[config.mk]
export PLATFORM = sky130hd
export DESIGN_NAME = alu_decimal_seq
export DESIGN_NICKNAME = d
export VERILOG_FILES = /design/src/rtl/alu_decimal_seq_pkg.sv /design/src/rtl/alu_decimal_seq_bcd_digit.sv /design/src/rtl/alu_decimal_seq.sv
export SDC_FILE = /design/constraint.sdc
export NUM_CORES = 1
export LEC_CHECK = 0
export ABC_AREA = 1
export BUFFER_PORTS_ARGS = -buffer_cell sky130_fd_sc_hd__buf_2
export CAP_MARGIN = 20
export CORE_MARGIN = 4
export CORE_UTILIZATION = 55
export DETAILED_ROUTE_END_ITERATION = 10
export GPL_TIMING_DRIVEN = 0
export PLACE_DENSITY_LB_ADDON = 0.25
export SKIP_CTS_REPAIR_TIMING = 1
export SLEW_MARGIN = 15
export SYNTH_ARGS = -nofsm -noshare
export SYNTH_HDL_FRONTEND = slang
export SYNTH_SLANG_ARGS = --single-unit
[constraint.sdc]
create_clock -name clock -period 1.81 [get_ports clock]
set_clock_uncertainty 0.05 [all_clocks]
set_input_delay 0 -clock clock [delete_from_list [all_inputs] [get_ports clock]]
set_output_delay 0 -clock clock [all_outputs]
set_load 0.005 [all_outputs]
[src/rtl/alu_decimal_seq_pkg.sv]
// Shared CPU ALU types: operation encoding, sequencer states and a small
// overflow helper used by the handshaked ALU.
package alu_decimal_seq_pkg;

    typedef enum logic [2:0] {
        ALU_OP_HOLD        = 3'd0,
        ALU_OP_ADD         = 3'd1,
        ALU_OP_AND         = 3'd2,
        ALU_OP_OR          = 3'd3,
        ALU_OP_XOR         = 3'd4,
        ALU_OP_SHIFT_LEFT  = 3'd5,
        ALU_OP_SHIFT_RIGHT = 3'd6
    } ctrl_alu_op_t;

    typedef enum logic [1:0] {
        ALUS_IDLE  = 2'd0,
        ALUS_DIGIT = 2'd1,
        ALUS_DONE  = 2'd2
    } alu_seq_state_t;

    localparam int DIGIT_W = 4;

    // Two's-complement overflow from the sign bits of both addends and the sum.
    function automatic logic add_overflow(input logic a_msb, input logic b_msb, input logic s_msb);
        return (a_msb == b_msb) && (s_msb != a_msb);
    endfunction

endpackage

[src/rtl/alu_decimal_seq_bcd_digit.sv]
// One BCD digit of add/subtract with decimal correction; invalid digits
// go through the same arithmetic without any error indication.
module bcd_digit_unit (
    input  logic [3:0] a_i,
    input  logic [3:0] b_i,
    input  logic       c_i,
    input  logic       sub_i,
    output logic [3:0] d_o,
    output logic       c_o
);
    logic [4:0] sum_s;
    logic [4:0] diff_s;

    // Binary digit sum/difference, then decimal correction of the digit.
    always_comb begin
        sum_s  = {1'b0, a_i} + {1'b0, b_i} + {4'b0000, c_i};
        diff_s = {1'b0, a_i} - {1'b0, b_i} - {4'b0000, ~c_i};
        d_o    = 4'd0;
        c_o    = 1'b0;
        if (sub_i) begin
            // Carry doubles as borrow-not; a negative 5-bit difference means borrow.
            if (diff_s[4]) begin
                d_o = diff_s[3:0] - 4'd6;
                c_o = 1'b0;
            end else begin
                d_o = diff_s[3:0];
                c_o = 1'b1;
            end
        end else begin
            if (sum_s > 5'd9) begin
                d_o = sum_s[3:0] + 4'd6;
                c_o = 1'b1;
            end else begin
                d_o = sum_s[3:0];
                c_o = 1'b0;
            end
        end
    end

endmodule

[src/rtl/alu_decimal_seq.sv]
// Handshaked ALU: binary ops complete in one cycle; with DEC_EN, BCD
// add/subtract runs one nibble per cycle, LSB first.
module alu_decimal_seq
    import alu_decimal_seq_pkg::*;
#(
    parameter int WIDTH  = 8,
    parameter bit DEC_EN = 1'b0
) (
    input  logic             clock,
    input  logic             reset_n,
    input  logic             flush,
    input  logic             req_valid,
    output logic             req_ready,
    input  ctrl_alu_op_t     req_op,
    input  logic [WIDTH-1:0] req_src1,
    input  logic [WIDTH-1:0] req_src2,
    input  logic             req_src2_inv,
    input  logic             req_c_in,
    input  logic             req_decimal,
    output logic             resp_valid,
    input  logic             resp_ready,
    output logic [WIDTH-1:0] resp_out,
    output logic             resp_c,
    output logic             resp_v,
    output logic             resp_z,
    output logic             resp_n,
    output logic             busy
);
    localparam int NIB = WIDTH / 4;
    localparam int CW  = (NIB > 1) ? $clog2(NIB) : 1;

    alu_seq_state_t state_q, state_d;

    logic             accept_s;
    logic             dec_go_s;
    logic [WIDTH-1:0] src2_eff_s;
    logic [WIDTH:0]   add_s;
    logic             add_v_s;
    logic [WIDTH-1:0] bin_out_s;
    logic             bin_c_s;
    logic             bin_v_s;
    logic             bin_z_s;
    logic             bin_n_s;

    logic [WIDTH-1:0] a_q, b_q, res_q;
    logic             carry_q, sub_q;
    logic [CW-1:0]    idx_q;
    logic             c_q, v_q, z_q, n_q;

    logic [3:0]       dig_d_s;
    logic             dig_c_s;
    logic [WIDTH+3:0] res_shift_s;
    logic [WIDTH-1:0] res_next_s;
    logic             last_s;

    assign accept_s = req_valid & req_ready;
    assign dec_go_s = DEC_EN && (req_op == ALU_OP_ADD) && req_decimal;
    assign last_s   = (idx_q == CW'(NIB - 1));

    bcd_digit_unit u_digit (
        .a_i   (a_q[3:0]),
        .b_i   (b_q[3:0]),
        .c_i   (carry_q),
        .sub_i (sub_q),
        .d_o   (dig_d_s),
        .c_o   (dig_c_s)
    );

    // New digit enters at the top; after NIB shifts the result is aligned.
    always_comb begin
        res_shift_s = {dig_d_s, res_q} >> 3'd4;
        res_next_s  = res_shift_s[WIDTH-1:0];
    end

    // Single-cycle binary result and flags for the presented request.
    always_comb begin
        src2_eff_s = req_src2_inv ? ~req_src2 : req_src2;
        add_s      = {1'b0, req_src1} + {1'b0, src2_eff_s} + {{WIDTH{1'b0}}, req_c_in};
        add_v_s    = add_overflow(req_src1[WIDTH-1], src2_eff_s[WIDTH-1], add_s[WIDTH-1]);
        bin_out_s  = {WIDTH{1'b0}};
        bin_c_s    = 1'b0;
        bin_v_s    = 1'b0;
        case (req_op)
            ALU_OP_ADD: begin
                bin_out_s = add_s[WIDTH-1:0];
                bin_c_s   = add_s[WIDTH];
                bin_v_s   = add_v_s;
            end
            ALU_OP_AND:         bin_out_s = req_src1 & req_src2;
            ALU_OP_OR:          bin_out_s = req_src1 | req_src2;
            ALU_OP_XOR:         bin_out_s = req_src1 ^ req_src2;
            ALU_OP_SHIFT_LEFT: begin
                bin_out_s = {req_src1[WIDTH-2:0], req_c_in};
                bin_c_s   = req_src1[WIDTH-1];
            end
            ALU_OP_SHIFT_RIGHT: begin
                bin_out_s = {req_c_in, req_src1[WIDTH-1:1]};
                bin_c_s   = req_src1[0];
            end
            default: begin
                bin_out_s = {WIDTH{1'b0}};
                bin_c_s   = 1'b0;
                bin_v_s   = 1'b0;
            end
        endcase
        bin_z_s = (bin_out_s == {WIDTH{1'b0}});
        bin_n_s = bin_out_s[WIDTH-1];
    end

    // State register.
    always_ff @(posedge clock or negedge reset_n) begin
        if (!reset_n) begin
            state_q <= ALUS_IDLE;
        end else begin
            state_q <= state_d;
        end
    end

    // Next state; flush overrides everything.
    always_comb begin
        state_d = state_q;
        if (flush) begin
            state_d = ALUS_IDLE;
        end else begin
            case (state_q)
                ALUS_IDLE: begin
                    if (accept_s) begin
                        state_d = dec_go_s ? ALUS_DIGIT : ALUS_DONE;
                    end else begin
                        state_d = ALUS_IDLE;
                    end
                end
                ALUS_DIGIT: begin
                    if (last_s) begin
                        state_d = ALUS_DONE;
                    end else begin
                        state_d = ALUS_DIGIT;
                    end
                end
                ALUS_DONE: begin
                    if (accept_s) begin
                        state_d = dec_go_s ? ALUS_DIGIT : ALUS_DONE;
                    end else if (resp_ready) begin
                        state_d = ALUS_IDLE;
                    end else begin
                        state_d = ALUS_DONE;
                    end
                end
                default: state_d = ALUS_IDLE;
            endcase
        end
    end

    // Handshake and status outputs decoded from the state register.
    always_comb begin
        req_ready  = !flush && ((state_q == ALUS_IDLE) ||
                                ((state_q == ALUS_DONE) && resp_ready));
        resp_valid = (state_q == ALUS_DONE);
        busy       = (state_q != ALUS_IDLE);
    end

    // Operand latches, digit sequencing and registered result/flags.
    always_ff @(posedge clock or negedge reset_n) begin
        if (!reset_n) begin
            a_q     <= {WIDTH{1'b0}};
            b_q     <= {WIDTH{1'b0}};
            res_q   <= {WIDTH{1'b0}};
            carry_q <= 1'b0;
            sub_q   <= 1'b0;
            idx_q   <= {CW{1'b0}};
            c_q     <= 1'b0;
            v_q     <= 1'b0;
            z_q     <= 1'b0;
            n_q     <= 1'b0;
        end else if (flush) begin
            res_q   <= {WIDTH{1'b0}};
            idx_q   <= {CW{1'b0}};
            c_q     <= 1'b0;
            v_q     <= 1'b0;
            z_q     <= 1'b0;
            n_q     <= 1'b0;
        end else if (accept_s) begin
            if (dec_go_s) begin
                a_q     <= req_src1;
                b_q     <= req_src2;
                carry_q <= req_c_in;
                sub_q   <= req_src2_inv;
                idx_q   <= {CW{1'b0}};
                res_q   <= {WIDTH{1'b0}};
                c_q     <= 1'b0;
                v_q     <= add_v_s;
                z_q     <= 1'b0;
                n_q     <= 1'b0;
            end else begin
                res_q   <= bin_out_s;
                c_q     <= bin_c_s;
                v_q     <= bin_v_s;
                z_q     <= bin_z_s;
                n_q     <= bin_n_s;
            end
        end else if (state_q == ALUS_DIGIT) begin
            a_q     <= a_q >> 3'd4;
            b_q     <= b_q >> 3'd4;
            res_q   <= res_next_s;
            carry_q <= dig_c_s;
            idx_q   <= idx_q + CW'(1);
            if (last_s) begin
                c_q <= dig_c_s;
                z_q <= (res_next_s == {WIDTH{1'b0}});
                n_q <= res_next_s[WIDTH-1];
            end
        end
    end

    assign resp_out = res_q;
    assign resp_c   = c_q;
    assign resp_v   = v_q;
    assign resp_z   = z_q;
    assign resp_n   = n_q;

endmodule

Yosys cells after proc, flatten, opt, wreduce, memory -nomap -nowiden. Cells that the tools add are included.

Bits in registers: 16. Bits in latches: 0. RAM bits: 0. Memory bits (read-only): 0. Input port bits: 27. Output and inout port bits: 15. Word-level logic and storage cells: 79. Memories kept: 0.

Add/subtract/negate cells: 4. Multiply operators: 0. Divide/modulo/power cells: 0. Order comparisons: 1. Eq/ne operators: 11. Shifts and indexed selects: 0. Mux-type cells: 32. Bitwise logic cells: 7. Reduce and logical (&&, ||, !) cells: 16.

Operator list (count): $pmux 8 s6 (1); $mux 8 (4); $mux 1 (19); $logic_not 8->1 (2); $mux 2 (5); $add 8x8->9 (1); $add 9x1->9 (1); $eq 3x3->1 const B (3); $and 8x8->8 (1); $not 8->8 (1); $or 8x8->8 (1); $xor 8x8->8 (1); $eq 3x2->1 const B (2); $pmux 2 s3 (1); $reduce_bool 2->1 (3); $reduce_bool 3->1 (2); $add 1x3->4 const B (1); $gt 1x4->1 const B (1); $mux 4 (1); $reduce_and 2->1 (2); $eq 3x1->1 const B (1); $logic_and 1x1->1 (3); $pmux 1 s3 (1); $reduce_and 3->1 (1); 11 further kinds (12).

Longest topological paths before layout. Gate-level depths: netlist (run 1).

Word-level depth: 9. Depth in mapped cells: 16. Mapped depth without buffers: 15.

Modules after synthesis. A second synthesis (run 1) with hierarchy kept.

Cells, all modules: 418. Area total of the unflattened synthesis: 2608.8 um^2.

By module, submodules not included: alu_decimal_seq (instances 1, cells an instance 316, area each 1984.4 um^2, seq. area each 400.4 um^2); bcd_digit_unit (instances 1, cells an instance 102, area each 624.3 um^2, seq. area each 0.0 um^2).

Worst setup path before layout (run 1). No wires, ideal clock.

Path kind: input to register. Start: in req_src2_inv. End: reg z_q (netlist: resp_z). Library setup time: 65 ps. Arrival time: 1993 ps. Data required time: 1695 ps. Setup slack: -297 ps. Cell stages on the path: 14. Path buffers: 1. Cell sequence: clkbuf_1 > xnor2_1 > fa_1 > inv_1 > fa_1 > nand2_1 > nand2_1 > and2_1 > or2_2 > nand3_1 > nand2_1 > nor2_1 > nand3_1 > nand2_1.

Word-level cells in the longest chain between the ends: 7.

Ends and longest elaborated chain: from (decl) (line alu_decimal_seq.sv:17) `input logic req_src2_inv,`; $mux 8 (line alu_decimal_seq.sv:77) `src2_eff_s = req_src2_inv ? ~req_src2 : req_src2;`; $add 8x8->9 (line alu_decimal_seq.sv:78) `add_s = {1'b0, req_src1} + {1'b0, src2_eff_s} + {{WIDTH{1'b0}}, req_c_in};`; $add 9x1->9 (line alu_decimal_seq.sv:78); $pmux 8 s6 (line alu_decimal_seq.sv:83) `case (req_op)`; $logic_not 8->1 (line alu_decimal_seq.sv:106) `bin_z_s = (bin_out_s == {WIDTH{1'b0}});`; $mux 1 (line alu_decimal_seq.sv:182) `end else if (accept_s) begin`; $mux 1 (line alu_decimal_seq.sv:175) `end else if (flush) begin`; to (signal assigned) (line alu_decimal_seq.sv:198) `z_q <= bin_z_s;`; to (signal assigned) (line alu_decimal_seq.sv:209) `z_q <= (res_next_s == {WIDTH{1'b0}});`; to (decl) (line alu_decimal_seq.sv:48) `logic c_q, v_q, z_q, n_q;`.

No other way between the ends. A chain may end at the register's enable or synchronous reset.

Worst setup path in the final report (run 1).
Start: reg state_q[0]. End: reg state_q[1].

Word-level cells in the longest chain between the ends: 8. Elaborated cells on any way between the ends: 11. Classes of those cells: eq/ne (2); mux (4); bitwise (1); reduce/logical (4).

Ends and longest elaborated chain: from (decl) (line alu_decimal_seq.sv:32) `alu_seq_state_t state_q, state_d;`; from (signal assigned) (line alu_decimal_seq.sv:115) `state_q <= state_d;`; $eq 2x2->1 (line alu_decimal_seq.sv:125, alu_decimal_seq.sv:157); $logic_and 1x1->1 (line alu_decimal_seq.sv:157) `((state_q == ALUS_DONE) && resp_ready));`; $logic_or 1x1->1 (line alu_decimal_seq.sv:156) `req_ready = !flush && ((state_q == ALUS_IDLE) ||`; $logic_and 1x1->1 (line alu_decimal_seq.sv:156); $and 1x1->1 (line alu_decimal_seq.sv:56) `assign accept_s = req_valid & req_ready;`; $mux 2, on equally long branches (line alu_decimal_seq.sv:141, alu_decimal_seq.sv:127); $pmux 2 s3 * (line alu_decimal_seq.sv:125) `case (state_q)`; $mux 2 * (line alu_decimal_seq.sv:122) `if (flush) begin`; via state_d[1] (line alu_decimal_seq.sv:32).

The timed path passes the listed nets; every way through them passes the cells marked *.

==> key figures, run 1 <==
Logic synthesis
  • Synth Flop Type: dfrtp_1
  • Cell count after synthesis: about 300
  • Mapped Nets: 344
  • Post-synthesis sequential area ratio: approximately a fifth
  • Syn_area_per_cell: 6.38 um2
  • EDFF count, synth: 0
  • Main area contributors after synthesis: dfrtp_1, ha_1, nand2_1, inv_1, nor2_1
  • Asr flop ratio synth: 100%
  • Post-synth top area cell: dfrtp_1
  • Post-synthesis cell type count: 31
  • Post-Syn Area: about 1900 um2
  • Synth top area share: 20.2%
  • Synthesis-stage register bit count: 15
  • YS warnings: 0

GRT
  • Vias in the first global route: roughly 1.8k
  • Largest net degree at the start of global routing: 16
  • Antenna violations before repair: 0
  • Total gr overflow: 0
  • First-pass GRT wire length: around 7500 um
  • Gr usage total: approximately a fifth

STA
  • Final Max Slew Viols: 0
  • Final setup vio count: 0
  • Worst rel slew slack: 78.1%
  • RSZ-0062 raised after global routing: true
  • Final setup margin: about 84 ps
  • Crit share post-route: about 95%
  • Worst-Margin Slew: roughly 330 ps
  • Fmax: between 0.5 and 0.6 GHz
  • Minimum hold slack: ~57 ps
  • Final Hold Viols: 0
  • Period minus WS final: ~1700 ps
  • Setup TNS: 0 ps

Route
  • Final WL: ~4600 um
  • Routed Antenna Nets: 0
  • Routed len/inst: around 12 um
  • DR vias: 1964
  • Vias per cell: 5.14
  • Iteration-0 DRC Markers: roughly 140
  • DRC: 0
  • DRT Pass-1 Iters: 4

Pwr
  • Sequential power share: 34.9%
  • Internal power: around 640 uW
  • Gate power share: a little under half
  • Clock share of power: 17.9%
  • Max VDD drop: roughly 0.23 mV
  • Sw power: 411 uW
  • PD cells: 471 nW/um2
  • Leak: ~1.3 nW
  • Tot Pwr: between 1 and 1.5 mW
  • Sw frac: 39.1%

Clock network
  • CTS tree: yes
  • CTS max path bufs: 2
  • CTS clock-pin slew for the worst setup and hold paths: around 90 ps
  • Total CTS buffers: 3
  • Clk_lat worst skew: about 280 ps
  • CTS sink count: 15
  • Root Buffer: clkbuf_4
  • Number of H-tree levels: 1

Worst hold path
  • Worst Hold Class: input pin to flip-flop

Die
  • Core Area: about 3200 um2
  • # rows: 20
  • Initial Utilization: about three fifths
  • Die X: between 60 and 70 um
  • Die height: 66.2 um
  • I/O pin cnt: between 40 and 50
  • Die area: approximately 4400 um2

Setup path
  • CP arrival: 1900 ps
  • Crit-path leading delay family: buffers and inverters
  • CP peak stage delay: roughly 560 ps
  • Cell breakdown of the critical path: nor2_1 -> nand2_1 -> nor2_4 -> inv_2 -> a31oi_1 -> dlygate4sd3_1
  • Worst path buffer plus inverter count: 2
  • Crit. End Element: flip-flop
  • Worst Path Max Fanout: 10
  • Req. time, crit path: around 2000 ps
  • Setup CP Type: flip-flop to flip-flop
  • Slowest library cell on the worst path: dlygate4sd3_1
  • CP startpoint kind: flip-flop

Finish
  • Layout Nets: 391
  • Ant. Diodes: 0
  • Leading cell types in the layout, fill and taps excluded: nand2_1, inv_1, buf_2, nor2_1, ha_1
  • Layout cells sized above 1: a little under 20%
  • Design area: between 2000 and 2500 um2
  • Area Overhead vs Synth: 19.8%
  • Commonest non-fill, non-tap cell in the layout: nand2_1
  • # fillers: between 200 and 300
  • Non-Filler Instances: between 300 and 400
  • Final Util: 70.8%

Status
  • Status: completed

Place
  • Placed cells: around 370
  • HPWL after DPL: about 3800 um
  • Post-place setup slack: -187 ps
  • GP Congestion: just over 0.9
  • IO buf count: 37
  • Cell Area, Placed: approximately 2200 um2

Run
  • Maxcap violations: 0
==> power by group through the flow <==
stage               Combinational, mW  Clock (mW)  Sequential (mW)
global route                    0.564       0.208            0.370
detailed placement              0.478           0            0.374
global placement                0.466           0            0.373
floorplan                       0.329           0            0.376
CTS                             0.481       0.188            0.367
finish                          0.496       0.188            0.367
==> final timing paths <==
kind | start | to | slack, ps | depth (start not counted)
setup / recovery | state_q[0] | state_q[1] | 80 | 6
hold / removal | req_src1[7] | resp_v | 60 | 3
setup reg to reg | state_q[0] | state_q[1] | 80 | 6
hold reg to reg | idx_q | state_q[0] | 420 | 1
max in group asynchronous | reset_n | resp_out[6] | 1370 | 2
min in group asynchronous | reset_n | state_q[0] | 100 | 2
==> area by class of cell <==
class | instances | area, um2 | share of cell area [%]
repair buffers | 42 | 230 | 10.3
well taps | 44 | 55.1 | 2.47
flip-flops and latches | 15 | 375 | 16.8
clock buffers | 4 | 26.3 | 1.18
inverters | 62 | 233 | 10.4
multi-input cells | 211 | 1270 | 56.8
plain buffers | 4 | 45.0 | 2.02
==> tightest hold or removal path, stage by stage <==
cell and delay (ps):
buf_2 140, xor2_1 70, o21ai_0 140
==> per-layer routing <==
| layer | part of all wire (%) | global-route usage [%] | vias up |
|---|---|---|---|
| met2 | 49 | 38.0 | 52 |
| met1 | 46 | 27.7 | 888 |
| li1 | - | - | 1017 |
| met4 | 0.72 | 3.81 | 0 |
| met5 | 0 | 0 | - |
| met3 | 4.5 | 2.55 | 7 |
==> Yosys cell counts, types with 2 or more instances <==
cell,n
nand3_1,19
nor2_1,27
dfrtp_1,15
inv_1,57
o22ai_1,2
inv_2,5
o21ai_0,13
a22o_1,2
ha_1,23
nor3_1,3
nand2_1,74
buf_4,2
nand4_1,11
a21oi_1,11
o21ai_1,2
fa_1,2
nand3_2,3
xor2_1,8
==> kinds of logic after synthesis <==
group	share of synthesized area, %
adder cells (fa/ha/maj)	17.6
buffers and inverters	13.8
flip-flops	20.2
AND/OR/NAND/NOR	33.5
AO/OA/AOI/OAI	10.7
XOR/XNOR	4.23
==> registers in the layout (all words and copies together), names as in the netlist <==
register	flops
idx_q	1
resp_c	1
resp_n	1
resp_out	8
resp_v	1
resp_z	1
state_q	2
No activity file was read; power rests on OpenSTA's default activity.
==> run 2: changes to the inputs <==
--- a/config.mk
+++ b/config.mk
@@ -5,7 +5,7 @@
 export SDC_FILE = /design/constraint.sdc
 export NUM_CORES = 1
 export LEC_CHECK = 0
-export ABC_AREA = 1
+export ABC_AREA = 0
 export BUFFER_PORTS_ARGS = -buffer_cell sky130_fd_sc_hd__buf_2
 export CAP_MARGIN = 20
 export CORE_MARGIN = 4
==> run 2 against run 1 <==
The flow now finishes with violations (setup timing). Sequential share of layout area decreased by 0.61 points. Critical path depth increased by 3. Non-clock buffer count increased by 7. Largest power group unchanged. Count of clock-buffer cells in the layout decreased by 1. Combinational power increased by 6.9%. Flip-flop and latch count unchanged. Die area increased by 2.4%. Setup slack got worse by 140 ps.
==> key figures, run 2 <==
Pwr
  • Sw power: 422 uW (+2.6%)
  • Gate power share: 48.6% (+1.4 points)
  • PD cells: 471 nW/um2 (about the same)
  • Max VDD drop: 0.198 mV (-15%)
  • Sw frac: 38.7% (-0.41 points)
  • Clock share of power: 17.8% (about the same)
  • Sequential power share: 33.6% (-1.3 points)
  • Internal power: 668 uW (+4.4%)
  • Leak: 1.17 nW (-12%)

Setup path
  • Slowest library cell on the worst path: a222oi_1
  • Cell breakdown of the critical path: clkbuf_16 -> buf_4 -> xor2_1 -> ha_1 -> nand2b_1 -> o21ai_0 -> a222oi_1 -> o311ai_2 -> o41ai_2
  • Crit. End Element: flip-flop
  • CP startpoint kind: input pin
  • Worst Path Max Fanout: 6 (-4)
  • Setup CP Type: input pin to flip-flop
  • CP arrival: 2010 ps (+110 ps)
  • Req. time, crit path: 1960 ps (-20 ps)
  • CP peak stage delay: 450 ps (-110 ps)

Run
  • Maxcap violations: 0 (unchanged)

STA
  • RSZ-0062 raised after global routing: true
  • Final setup vio count: 1 (+1)
  • Setup TNS: -56.7 ps (-56.7 ps)
  • Final Max Slew Viols: 0 (unchanged)
  • Worst-Margin Slew: 515 ps (+187 ps)
  • Final setup margin: -56.7 ps (-141 ps)
  • Worst rel slew slack: 65.5% (-13 points)
  • Crit share post-route: 103% (+7.8 points)
  • Fmax: 0.536 GHz (-7.5%)
  • Period minus WS final: 1870 ps (+141 ps)
  • Final Hold Viols: 0 (unchanged)

GRT
  • Total gr overflow: 0 (unchanged)
  • Largest net degree at the start of global routing: 16 (unchanged)
  • Vias in the first global route: 1699 (-4.2%)
  • Gr usage total: 21.4% (+0.076 points)
  • First-pass GRT wire length: 7510 um (-0.17%)
  • Antenna violations before repair: 0 (unchanged)

Finish
  • Ant. Diodes: 0 (unchanged)
  • Commonest non-fill, non-tap cell in the layout: buf_2
  • Area Overhead vs Synth: 21.0%
  • Layout Nets: 328 (-16%)
  • Leading cell types in the layout, fill and taps excluded: buf_2, ha_1, inv_1, nand2_1, dfrtp_1
  • Layout cells sized above 1: 26.9% (+7.7 points)
  • Final Util: 69.4% (-1.4 points)
  • Max reg flops: 8 (unchanged)

Die
  • Die X: 67.0 um (+1.2%)
  • # rows: 21 (+5.0%)
  • Core Area: 3340 um2 (+5.8%)
  • Die height: 67.0 um (+1.2%)
  • Initial Utilization: 57.3% (-1.7 points)
  • I/O pin cnt: 42 (unchanged)
  • Die area: 4490 um2 (+2.4%)

Logic synthesis
  • Asr flop ratio synth: 100% (unchanged)
  • Cell count after synthesis: 228 (-22%)
  • Syn_area_per_cell: 8.39 um2 (+32%)
  • Post-synthesis sequential area ratio: 19.6% (-0.54 points)
  • EDFF count, synth: 0 (unchanged)
  • Synth Flop Type: dfrtp_1
  • YS warnings: 0 (unchanged)
  • Synth top area share: 19.6% (-0.54 points)
  • Synthesis-stage register bit count: 15 (unchanged)
  • Post-synthesis cell type count: 57 (+84%)
  • Main area contributors after synthesis: dfrtp_1, ha_1, mux2i_1, inv_1, xor2_1
  • Post-synth top area cell: dfrtp_1
  • Post-Syn Area: 1910 um2 (+2.8%)
  • Mapped Nets: 280 (-19%)
  • Commonest cells post-synth: ha_1, inv_1, nand2_1, dfrtp_1, a21oi_1

Route
  • DR vias: 1835 (-6.6%)
  • Routed len/inst: 14.8 um (+23%)
  • Metal2 WL: 2350 um (+4.9%)
  • Met3 WL post-DR: 212 um (+1.9%)
  • Final WL: 4760 um (+3.4%)
  • Routed Antenna Nets: 0 (unchanged)
  • Iteration-0 DRC Markers: 82 (-42%)
  • DRT Pass-1 Iters: 4 (unchanged)
  • DRC: 0 (unchanged)
  • Metal-1 WL: 2100 um (-1.2%)
  • Vias per cell: 5.72 (+11%)
  • Top sig layer: met4

Status
  • Status: complete, but fails checks
  • Failing checks: setup timing

Clock network
  • Number of H-tree levels: 1 (unchanged)
  • CTS clock-pin slew for the worst setup and hold paths: 90 ps (about the same)
  • CTS max path bufs: 2 (unchanged)
  • Total CTS buffers: 3 (unchanged)
  • CTS sink count: 15 (unchanged)
  • CTS tree: yes
  • Root Buffer: clkbuf_4
  • Clk_lat worst skew: 290 ps (about the same)

Place
  • IO buf count: 39 (+5.4%)
  • HPWL after DPL: 3750 um (-0.69%)
  • GP Congestion: 0.974 (+7.4%)
  • Post-place setup slack: -376 ps (-189 ps)

Worst hold path
  • Worst Hold Class: input pin to flip-flop
[run 2: cell types whose count changed after synthesis, moves of 9 or more]
| cell | previous run | this run |
|---|---|---|
| mux2i_1 | 0 | 10 |
| nand3_1 | 19 | 7 |
| nand2_1 | 74 | 17 |
| inv_1 | 57 | 23 |
| nand4_1 | 11 | 2 |
| nor2_1 | 27 | 8 |
[run 2: per-stage QoR]
step | area (um2) | hold slack [ps] | std cells | power [mW]
final | 2310 | 3.57 | 321 | 1.09
after global routing | 2310 | 51.1 | 321 | 1.16
after CTS | 2230 | -443 | 317 | 1.05
after detailed placement | 2200 | -132 | 313 | 0.863
after global placement | 2200 | -136 | 313 | 0.851
after floorplan | 1950 | -346 | 228 | 0.709
[run 2: worst paths after layout]
kind,start,cells after the start,slack (ps),endpoint
setup reg to reg,state_q[1],6,0,resp_z
setup / recovery,req_src2_inv,9,-60,resp_z
hold reg to reg,resp_c,2,440,resp_c
max in group asynchronous,reset_n,2,1370,resp_out[4]
min in group asynchronous,reset_n,2,90,state_q[0]
hold / removal,req_valid,3,4,state_q[1]
[run 2: kinds of logic (layout without fill, tap and decap cells)]
| family | count (synthesis) | after routing | share of synthesized area, % |
|---|---|---|---|
| AOI/OAI and AO/OA | 61 | 61 | 21.8 |
| and+or+nand+nor | 67 | 67 | 20.3 |
| DFF | 15 | 15 | 19.6 |
| xor gates and xnor gates | 13 | 13 | 5.95 |
| adders and majority gates | 25 | 25 | 17.1 |
| muxes | 14 | 14 | 7.59 |
| buffers and inverters | 33 | 80 | 7.59 |
[run 2: routing by layer]
| metal | GRT usage [%] | vias to the layer above |
|---|---|---|
| li1 | - | 916 |
| met1 | 27.0 | 861 |
| met2 | 38.1 | 50 |
| met3 | 0.843 | 8 |
| met4 | 8.35 | 0 |
| met5 | 0 | - |
[run 2: worst max-delay path: cells and delay by family]
family          cells  cell delay (ps)
compound gates      4             1090
buf+inv             2              290
xor+xnor            1              160
fa+ha+maj           1              320
simple gates        1              130
[run 2: area by class of cell]
class	count	area, um2
clock inverter	1	5.00
clock buffer	3	22.5
timing repair buffer	44	235
multi-input combinational	180	1460
buffer	9	76.3
tap	46	57.6
sequential	15	375
inverter	23	86.3
fill	300	1020
[run 2: power by group through the flow]
stage / registers, mW / clock network, mW / logic [mW]
2_1_floorplan: 0.372 / 0 / 0.337
3_3_place_gp: 0.372 / 0 / 0.479
3_5_place_dp: 0.372 / 0 / 0.491
4_1_cts: 0.365 / 0.195 / 0.492
5_1_grt: 0.367 / 0.207 / 0.590
6_report: 0.366 / 0.194 / 0.530
==> run 3: changes to the inputs <==
--- a/config.mk
+++ b/config.mk
@@ -9,7 +9,7 @@
 export BUFFER_PORTS_ARGS = -buffer_cell sky130_fd_sc_hd__buf_2
 export CAP_MARGIN = 20
 export CORE_MARGIN = 4
-export CORE_UTILIZATION = 55
+export CORE_UTILIZATION = 50
 export DETAILED_ROUTE_END_ITERATION = 10
 export GPL_TIMING_DRIVEN = 0
 export PLACE_DENSITY_LB_ADDON = 0.25
==> run 3 against run 2 <==
The run still ends with setup timing left. Die area rose by 8.8%. Count of clock-buffer cells in the layout grew 1. Sequential power is essentially flat. Register-to-register slack about the same. Largest cell class unchanged.
==> key figures, run 3 (synthesis results as in run 2) <==
Setup path
  • Setup CP Type: input pin to flip-flop
  • Req. time, crit path: 1910 ps (-50 ps)
  • CP arrival: 1970 ps (-40 ps)
  • Crit. End Element: flip-flop
  • Worst Path Max Fanout: 8 (+2)
  • CP startpoint kind: input pin

STA
  • RSZ-0062 raised after global routing: true
  • Worst rel slew slack: 66.2% (+0.70 points)
  • Final setup vio count: 2 (+1)
  • Final setup margin: -63.6 ps (-6.92 ps)
  • Final Max Slew Viols: 0 (unchanged)
  • Crit share post-route: 104% (+0.38 points)
  • Period minus WS final: 1870 ps (+6.92 ps)
  • Worst-Margin Slew: 506 ps (-9.69 ps)
  • Fmax: 0.534 GHz (-0.37%)
  • Final Hold Viols: 0 (unchanged)
  • Setup TNS: -65.4 ps (-8.69 ps)

Clock network
  • CTS clock-pin slew for the worst setup and hold paths: 60 ps (-30 ps)
  • Clk_lat worst skew: 250 ps (-40 ps)
  • CTS tree: yes
  • CTS max path bufs: 2 (unchanged)
  • Number of H-tree levels: 1 (unchanged)
  • Root Buffer: clkbuf_8
  • CTS sink count: 15 (unchanged)
  • Total CTS buffers: 3 (unchanged)

Die
  • Die X: 69.9 um (+4.3%)
  • Initial Utilization: 51.9% (-5.5 points)
  • Die height: 69.9 um (+4.3%)
  • # rows: 22 (+4.8%)
  • I/O pin cnt: 42 (unchanged)
  • Core Area: 3690 um2 (+11%)
  • Die area: 4880 um2 (+8.8%)

Finish
  • Layout cells sized above 1: 26.2% (-0.74 points)
  • Max reg flops: 8 (unchanged)
  • Area Overhead vs Synth: 23.2%
  • Leading cell types in the layout, fill and taps excluded: buf_2, ha_1, inv_1, nand2_1, dfrtp_1
  • Layout Nets: 332 (+1.2%)
  • Non-Filler Instances: 327 (+1.9%)
  • Commonest non-fill, non-tap cell in the layout: buf_2
  • # fillers: 329 (+9.7%)
  • Ant. Diodes: 0 (unchanged)

GRT
  • First-pass GRT wire length: 8100 um (+7.8%)
  • Vias in the first global route: 1735 (+2.1%)
  • Gr usage total: 19.8% (-1.7 points)
  • Grt met2 use: 32.2% (-5.9 points)
  • GRT met1 Usage: 27.7% (+0.75 points)
  • Grt met3 use: 3.17% (+2.3 points)
  • Antenna violations before repair: 0 (unchanged)
  • Total gr overflow: 0 (unchanged)
  • GRT busiest layer: met2
  • Largest net degree at the start of global routing: 16 (unchanged)

Place
  • Post-place setup slack: -380 ps (-4.13 ps)
  • IO buf count: 39 (unchanged)
  • Placed cells: 315 (+0.64%)
  • GP Congestion: 0.860 (-12%)
  • HPWL after DPL: 3850 um (+2.7%)

Pwr
  • Leak: 1.19 nW (+1.6%)
  • PD cells: 502 nW/um2 (+6.5%)
  • Max VDD drop: 0.237 mV (+20%)

Route
  • Routed Antenna Nets: 0 (unchanged)
  • Vias per cell: 5.71 (about the same)
  • DR vias: 1868 (+1.8%)
  • Iteration-0 DRC Markers: 115 (+40%)
  • DRC: 0 (unchanged)
  • Final WL: 4900 um (+2.8%)
  • Routed len/inst: 15.0 um (+0.91%)
  • DRT Pass-1 Iters: 4 (unchanged)

Status
  • Failing checks: setup timing
  • Status: complete, but fails checks

Worst hold path
  • Worst Hold Class: input pin to flip-flop

Run
  • Maxcap violations: 0 (unchanged)
## run 3: cell count changes in the layout (fill, tap and decap cells not counted), moves of 2 or more
cell      before  now
clkbuf_1       2    4
clkbuf_4       3    0
buf_4          7   10
clkbuf_8       0    3
## run 3: through the flow
| stage | total power [mW] | hold WS (ps) | util, % | area (um2) |
|---|---|---|---|---|
| 5_1_grt | 1.26 | 85.7 | 63.9 | 2360 |
| 3_3_place_gp | 0.855 | -130 | 59.7 | 2200 |
| 2_1_floorplan | 0.709 | -346 | - | 1950 |
| 6_report | 1.18 | 67.2 | 63.9 | 2360 |
| 3_5_place_dp | 0.865 | -131 | 59.7 | 2200 |
| 4_1_cts | 1.14 | -397 | 61.0 | 2250 |
## run 3: report_power, final
group          switching, mW  internal (mW)  leakage, nW
Sequential            0.0142          0.353        0.204
Combinational          0.296          0.243        0.959
Clock                  0.120          0.156       0.0228
## run 3: cell type report
cell class / instances / area [um2] / area share, %
Multi-Input combinational cell: 180 / 1450 / 61.6
Sequential cell: 15 / 375 / 15.9
Timing Repair Buffer: 47 / 258 / 10.9
Inverter: 23 / 86.3 / 3.66
Buffer: 10 / 80.1 / 3.40
Tap cell: 48 / 60.1 / 2.55
Clock buffer: 4 / 45.0 / 1.91
## run 3: critical path: stages
cell       delay [ps]
clkbuf_16         150
xnor2_4           140
fa_2              360
inv_2              80
fa_2              420
o21ai_2           140
o21ai_2            90
a2111oi_4         210
nand4_1           170
o41ai_2           210
## run 3: layer usage
metal	routed length [um]	up-vias
li1	-	926
met1	2180	869
met2	2290	67
met3	352	6
met4	68	0
met5	0	-
## run 3: final timing paths
check                        startpoint     endpoint  slack [ps]  cells after the start
max                        req_src2_inv       resp_z         -60                     10
min in group asynchronous       reset_n  resp_out[1]         140                      2
min reg2reg                      resp_c       resp_c         450                      2
max in group asynchronous       reset_n        idx_q        1320                      2
max reg2reg                  state_q[1]       resp_z           0                      7
min                           req_valid   state_q[1]          70                      3
